==> config.mk <==
export PLATFORM = sky130hd
export DESIGN_NAME = dvi_init_seq
export DESIGN_NICKNAME = d
export VERILOG_FILES = /design/src/rtl/dvi_init_seq.sv
export SDC_FILE = /design/constraint.sdc
export NUM_CORES = 1
export LEC_CHECK = 0
export ABC_CLOCK_PERIOD_IN_PS = 2200
export CAP_MARGIN = 20
export CORE_MARGIN = 1.5
export CORE_UTILIZATION = 51
export DETAILED_ROUTE_END_ITERATION = 7
export PLACE_DENSITY = 0.72
export SETUP_SLACK_MARGIN = 0.5
export SKIP_LAST_GASP = 1
export SLEW_MARGIN = 25
export SYNTH_ARGS = -nofsm -noshare
export SYNTH_HDL_FRONTEND = slang
export SYNTH_SLANG_ARGS = --single-unit
==> constraint.sdc <==
create_clock -name clk_100mhz -period 2.2 [get_ports clk_100mhz]
set_input_delay 0.33 -clock clk_100mhz [delete_from_list [all_inputs] [get_ports clk_100mhz]]
set_output_delay 0.33 -clock clk_100mhz [all_outputs]
set_load 0.02 [all_outputs]
==> src/rtl/dvi_init_seq.sv <==
// rtl/dvi_init_seq.sv - power-up reset and I2C register-table sequencer for the Chrontel DVI encoder
module dvi_init_seq #(
  parameter int         RST_CYCLES  = 100000,
  parameter int         WAIT_CYCLES = 100000,
  parameter logic [6:0] DEV_ADDR    = 7'h76,
  parameter int         MAX_RETRY   = 3
) (
  input  logic       clk_100mhz,
  input  logic       rst,
  input  logic       start,
  output logic       dvi_rst,
  output logic       cmd_valid,
  input  logic       cmd_ready,
  output logic       cmd_start,
  output logic       cmd_stop,
  output logic [7:0] cmd_byte,
  input  logic       rsp_valid,
  input  logic       rsp_nack,
  output logic       busy,
  output logic       done,
  output logic       error,
  output logic [3:0] retry_cnt
);

  localparam int CNT_MAX  = (RST_CYCLES > WAIT_CYCLES) ? RST_CYCLES : WAIT_CYCLES;
  localparam int CNT_W    = $clog2(CNT_MAX + 1);
  localparam int NUM_REGS = 5;

  typedef enum logic [2:0] {
    RST_HOLD,
    RST_WAIT,
    SEND,
    WAIT_RSP,
    DONE,
    ERROR
  } state_t;

  state_t           state, state_n;
  logic [CNT_W-1:0] cnt, cnt_n;
  logic [2:0]       reg_idx, reg_idx_n;
  logic [1:0]       byte_idx, byte_idx_n;
  logic [2:0]       attempt, attempt_n;
  logic [3:0]       retry_n;
  logic             load;

  function automatic logic [7:0] table_reg(input logic [2:0] idx);
    case (idx)
      3'd0:    table_reg = 8'h49;
      3'd1:    table_reg = 8'h21;
      3'd2:    table_reg = 8'h33;
      3'd3:    table_reg = 8'h34;
      default: table_reg = 8'h36;
    endcase
  endfunction

  function automatic logic [7:0] table_data(input logic [2:0] idx);
    case (idx)
      3'd0:    table_data = 8'hC0;
      3'd1:    table_data = 8'h09;
      3'd2:    table_data = 8'h08;
      3'd3:    table_data = 8'h16;
      default: table_data = 8'h60;
    endcase
  endfunction

  function automatic logic [7:0] cmd_field(input logic [2:0] r, input logic [1:0] b);
    case (b)
      2'd0:    cmd_field = {DEV_ADDR, 1'b0};
      2'd1:    cmd_field = table_reg(r);
      default: cmd_field = table_data(r);
    endcase
  endfunction

  always_comb begin
    state_n    = state;
    cnt_n      = cnt;
    reg_idx_n  = reg_idx;
    byte_idx_n = byte_idx;
    attempt_n  = attempt;
    retry_n    = retry_cnt;
    load       = 1'b0;
    case (state)
      RST_HOLD: begin
        if (cnt == CNT_W'(RST_CYCLES - 1)) begin
          state_n = RST_WAIT;
          cnt_n   = '0;
        end else begin
          cnt_n = cnt + CNT_W'(1);
        end
      end
      RST_WAIT: begin
        if (cnt == CNT_W'(WAIT_CYCLES - 1)) begin
          state_n    = SEND;
          cnt_n      = '0;
          reg_idx_n  = 3'd0;
          byte_idx_n = 2'd0;
          attempt_n  = 3'd0;
          load       = 1'b1;
        end else begin
          cnt_n = cnt + CNT_W'(1);
        end
      end
      SEND: begin
        if (cmd_ready) state_n = WAIT_RSP;
      end
      WAIT_RSP: begin
        if (rsp_valid) begin
          // A NACK on any byte restarts the whole register write from the address byte.
          if (rsp_nack) begin
            if (attempt < 3'(MAX_RETRY)) begin
              attempt_n  = attempt + 3'd1;
              byte_idx_n = 2'd0;
              if (retry_cnt != 4'hF) retry_n = retry_cnt + 4'd1;
              state_n    = SEND;
              load       = 1'b1;
            end else begin
              state_n = ERROR;
            end
          end else if (byte_idx == 2'd2) begin
            if (reg_idx == 3'(NUM_REGS - 1)) begin
              state_n = DONE;
            end else begin
              reg_idx_n  = reg_idx + 3'd1;
              byte_idx_n = 2'd0;
              attempt_n  = 3'd0;
              state_n    = SEND;
              load       = 1'b1;
            end
          end else begin
            byte_idx_n = byte_idx + 2'd1;
            state_n    = SEND;
            load       = 1'b1;
          end
        end
      end
      DONE, ERROR: begin
        if (start) begin
          state_n = RST_HOLD;
          cnt_n   = '0;
          retry_n = 4'd0;
        end
      end
      default: state_n = RST_HOLD;
    endcase
  end

  always_ff @(posedge clk_100mhz or negedge rst) begin
    if (!rst) begin
      state     <= RST_HOLD;
      cnt       <= '0;
      reg_idx   <= 3'd0;
      byte_idx  <= 2'd0;
      attempt   <= 3'd0;
      retry_cnt <= 4'd0;
      cmd_byte  <= 8'h00;
      cmd_start <= 1'b0;
      cmd_stop  <= 1'b0;
    end else begin
      state     <= state_n;
      cnt       <= cnt_n;
      reg_idx   <= reg_idx_n;
      byte_idx  <= byte_idx_n;
      attempt   <= attempt_n;
      retry_cnt <= retry_n;
      // Command fields are captured on entry to SEND so they stay stable while the master stalls.
      if (load) begin
        cmd_byte  <= cmd_field(reg_idx_n, byte_idx_n);
        cmd_start <= (byte_idx_n == 2'd0);
        cmd_stop  <= (byte_idx_n == 2'd2);
      end
    end
  end

  assign dvi_rst   = (state != RST_HOLD);
  assign cmd_valid = (state == SEND);
  assign busy      = (state != DONE) && (state != ERROR);
  assign done      = (state == DONE);
  assign error     = (state == ERROR);

endmodule

==> flow_summary_export.csv <==
group,metric,value,unit
run,maxCapViolCount,0,
final_layout,final_area,0.00397,mm²
hold_path,hold_class,"primary input to asynchronous set/reset pin",
final_layout,area_growth,54.0,%
logic_synthesis,ys_types,67,
power,seqPwrFrac,29.5,%
drt,wire_per_inst,19.7,µm
global_route,gr-total-overflow,0,
logic_synthesis,syn_area_per_cell,9.10,µm²
cts,cts_sinks,42,
floorplanning,fp.dieW,74.1,µm
sta,rsz0062_at_grt,"true",
sta,worst_hold_slack,79.0,ps
sta,skew,9.48,ps
logic_synthesis,syn_inst,283,
logic_synthesis,yosys.area.top_type,"dfrtp_1",
floorplanning,die_area,0.00549,mm²
drt,vias,2801,
cts,cts_buffers,5,
logic_synthesis,syn_area,0.00258,mm²
power,p_int,2570,µW
logic_synthesis,yosys-top-cells-count,"dfrtp_1 (42), nand2_1 (33), o21ai_0 (29), nor2_1 (26), a21oi_1 (13)",
global_route,grt_pass1_wl,12400,µm
cts,cts_buffer_depth,2,
sta,hold_viol_final,0,
run_status,status,"finished, final reports clean",
final_layout,antenna_cells,0,
drt,drc,0,
sta,setup_violations,0,
logic_synthesis,yosysWarnings,0,
cts,h-tree-depth,2,
sta,worst_slew_pin_slew,545,ps
floorplanning,core.rowCount,25,
cts,clkLatencyLatePin,300,ps
logic_synthesis,yosys-top-cells-area,"dfrtp_1 (41%), o21ai_0 (5.6%), nand2_1 (4.8%), nor2_1 (3.8%), a21oi_1 (2.5%)",
final_layout,fillers,270,
power,total_power,4520,µW
placement,hpwl,4620,µm
critical_path,crit_type,"flip-flop to flip-flop",
logic_synthesis,synth_seq_cells,42,
logic_synthesis,synth_edf_count,0,
logic_synthesis,synth.most_common_cell,"dfrtp_1",
logic_synthesis,synth_seq_area_share,40.8,%
power,p_per_area,1140,mW/mm²
floorplanning,start_util,53.8,%
global_route,antenna_found_initial,0,
power,sw_frac_of_total,43.2,%
sta,post-route-min-period,2000,ps
logic_synthesis,ys.flop_type,"dfrtp_1",
sta,max_freq,501,MHz
power,p_leak,0.00180,µW
cts,clock-root-buffer,"clkbuf_8",
placement,place_congestion,0.981,
logic_synthesis,synth_nets,294,
logic_synthesis,synth_top_area_share,40.8,%
sta,maxSlewHeadroom,63.6,%
drt,first_iter_violations,365,
power,ir_drop,0.751,mV
critical_path,reg2reg_depth,6,
drt,dr.pass1.iters,5,
global_route,first_global_vias,2561,
cts,clkTransAtPathRegs,90,ps
placement,io_buffers,24,
global_route,grt_max_degree,43,
drt,drt_wl_total,8990,µm
critical_path,cp.required,2360,ps
placement,post_dp_cell_area,0.00318,mm²
final_layout,nNetsFinal,400,
critical_path,path_max_fanout,7,
floorplanning,die_h,74.1,µm
cts,cts_tree,"done",
drt,drtAntennaViolNets,0,
final_layout,layout-drive-gt1-share,46.7,%
logic_synthesis,synthArstFlopShare,100,%
sta,timing.final.crit_share,90.8,%
power,clkPwrFrac,13.7,%
floorplanning,core-area,0.00479,mm²
cts,ctsHoldBuffers,0,
critical_path,start_kind,"flip-flop",
final_layout,post-route-util,82.9,%
floorplanning,ios,25,
power,pwr-share-comb,56.7,%
sta,finalMaxSlewViolations,0,
global_route,grt_usage,29.6,%
critical_path,critPathCaptureType,"flip-flop",
drt,routed_via_density,6.13,
critical_path,cp.arrival,2160,ps
power,power.switching,1950,µW
[logic make-up (layout without fill, tap and decap cells)]
kind of cell / count (synthesis) / in the layout / synth area share, %
and+or+nand+nor: 112 / 113 / 24.0
DFF: 42 / 42 / 40.8
AOI/OAI and AO/OA: 89 / 89 / 24.3
adders and majority gates: 5 / 5 / 2.43
buffers and inverters: 24 / 130 / 4.47
xor gates and xnor gates: 8 / 8 / 2.72
muxes: 3 / 3 / 1.31
[cell usage in the layout (no fill, tap or decap), types with 4 or more instances in the layout]
master / instances
a21o_1: 4
a21oi_1: 8
a21oi_2: 5
and3_1: 4
buf_2: 4
buf_4: 72
buf_6: 13
clkbuf_8: 5
clkdlybuf4s50_1: 12
dfrtp_1: 36
dfrtp_2: 6
inv_1: 7
inv_2: 6
nand2_1: 28
nand2_2: 4
nand3_1: 8
nand4_1: 5
nor2_1: 19
nor2_2: 5
nor2_4: 5
o21ai_0: 7
o21ai_1: 24
o22ai_1: 4
o31ai_1: 4
o31ai_2: 5
xnor2_1: 4
xor2_1: 4
[power groups by stage]
stage	clock [µW]	sequential (µW)	combinational (µW)
2_1_floorplan	0	1390	1000
3_3_place_gp	0	1310	1770
3_5_place_dp	0	1320	1800
4_1_cts	624	1290	2210
5_1_grt	646	1370	2720
6_report	621	1330	2560
[final timing paths]
| check | start | endpoint | slack (ps) |
|---|---|---|---|
| max in group asynchronous | rst | byte_idx[1] | 1700 |
| max reg2reg | attempt[0] | cmd_byte[6] | 200 |
| min in group clk_100mhz | cmd_byte[0] | cmd_byte[0] | 490 |
| max | attempt[0] | cmd_byte[6] | 200 |
| min reg2reg | cmd_byte[0] | cmd_byte[0] | 490 |
| min | rst | cnt[15] | 80 |
[layout make-up]
type	instances	area, µm²	share of cell area (%)
clock buffer	5	68.8	1.74
clock inverter	3	40.0	1.01
inverter	14	55.1	1.39
multi-input combinational	218	1760	44.5
sequential	42	1060	26.7
tap	67	83.8	2.11
timing repair buffer	108	896	22.6
[worst max-delay path, stage by stage (launching register included)]
cell and delay [ps]:
dfrtp_1 460, a21oi_4 340, o221ai_2 190, a31o_4 290, nor2_4 250, mux2i_1 220
a31oi_1 100
[per-stage QoR]
stage / instances / TNS (ps) / setup slack (ps)
after floorplan: 283 / 0 / 293
after global placement: 402 / -588 / -123
after detailed placement: 402 / -910 / -190
after CTS: 446 / 0 / 334
after global routing: 457 / 0 / 148
final: 457 / 0 / 203
[registers in the layout, summed over array words and instances, names as in the netlist]
name / flops
attempt: 3
byte_idx: 2
cmd_byte: 8
cmd_start: 1
cmd_stop: 1
cnt: 17
reg_idx: 3
retry_cnt: 4
state: 3
[metal layers]
metal  track usage, %  routed length, µm  share of wire (%)  up-vias
met3             7.99                763                8.5       30
met1             41.8               3840                 43     1358
met4             10.7                207                2.3        0
met2             43.7               4180                 46      160
met5                0                  0                  0        -
li1                 -                  -                  -     1253
[what timing repair did]
action                                  CTS  global route
setup buffers                            33            11
gates cloned                              3             0
endpoints found under the setup margin   39            46
pin swaps                                21            16
resized for setup                        79            49
No activity file was read; power rests on OpenSTA's default activity.
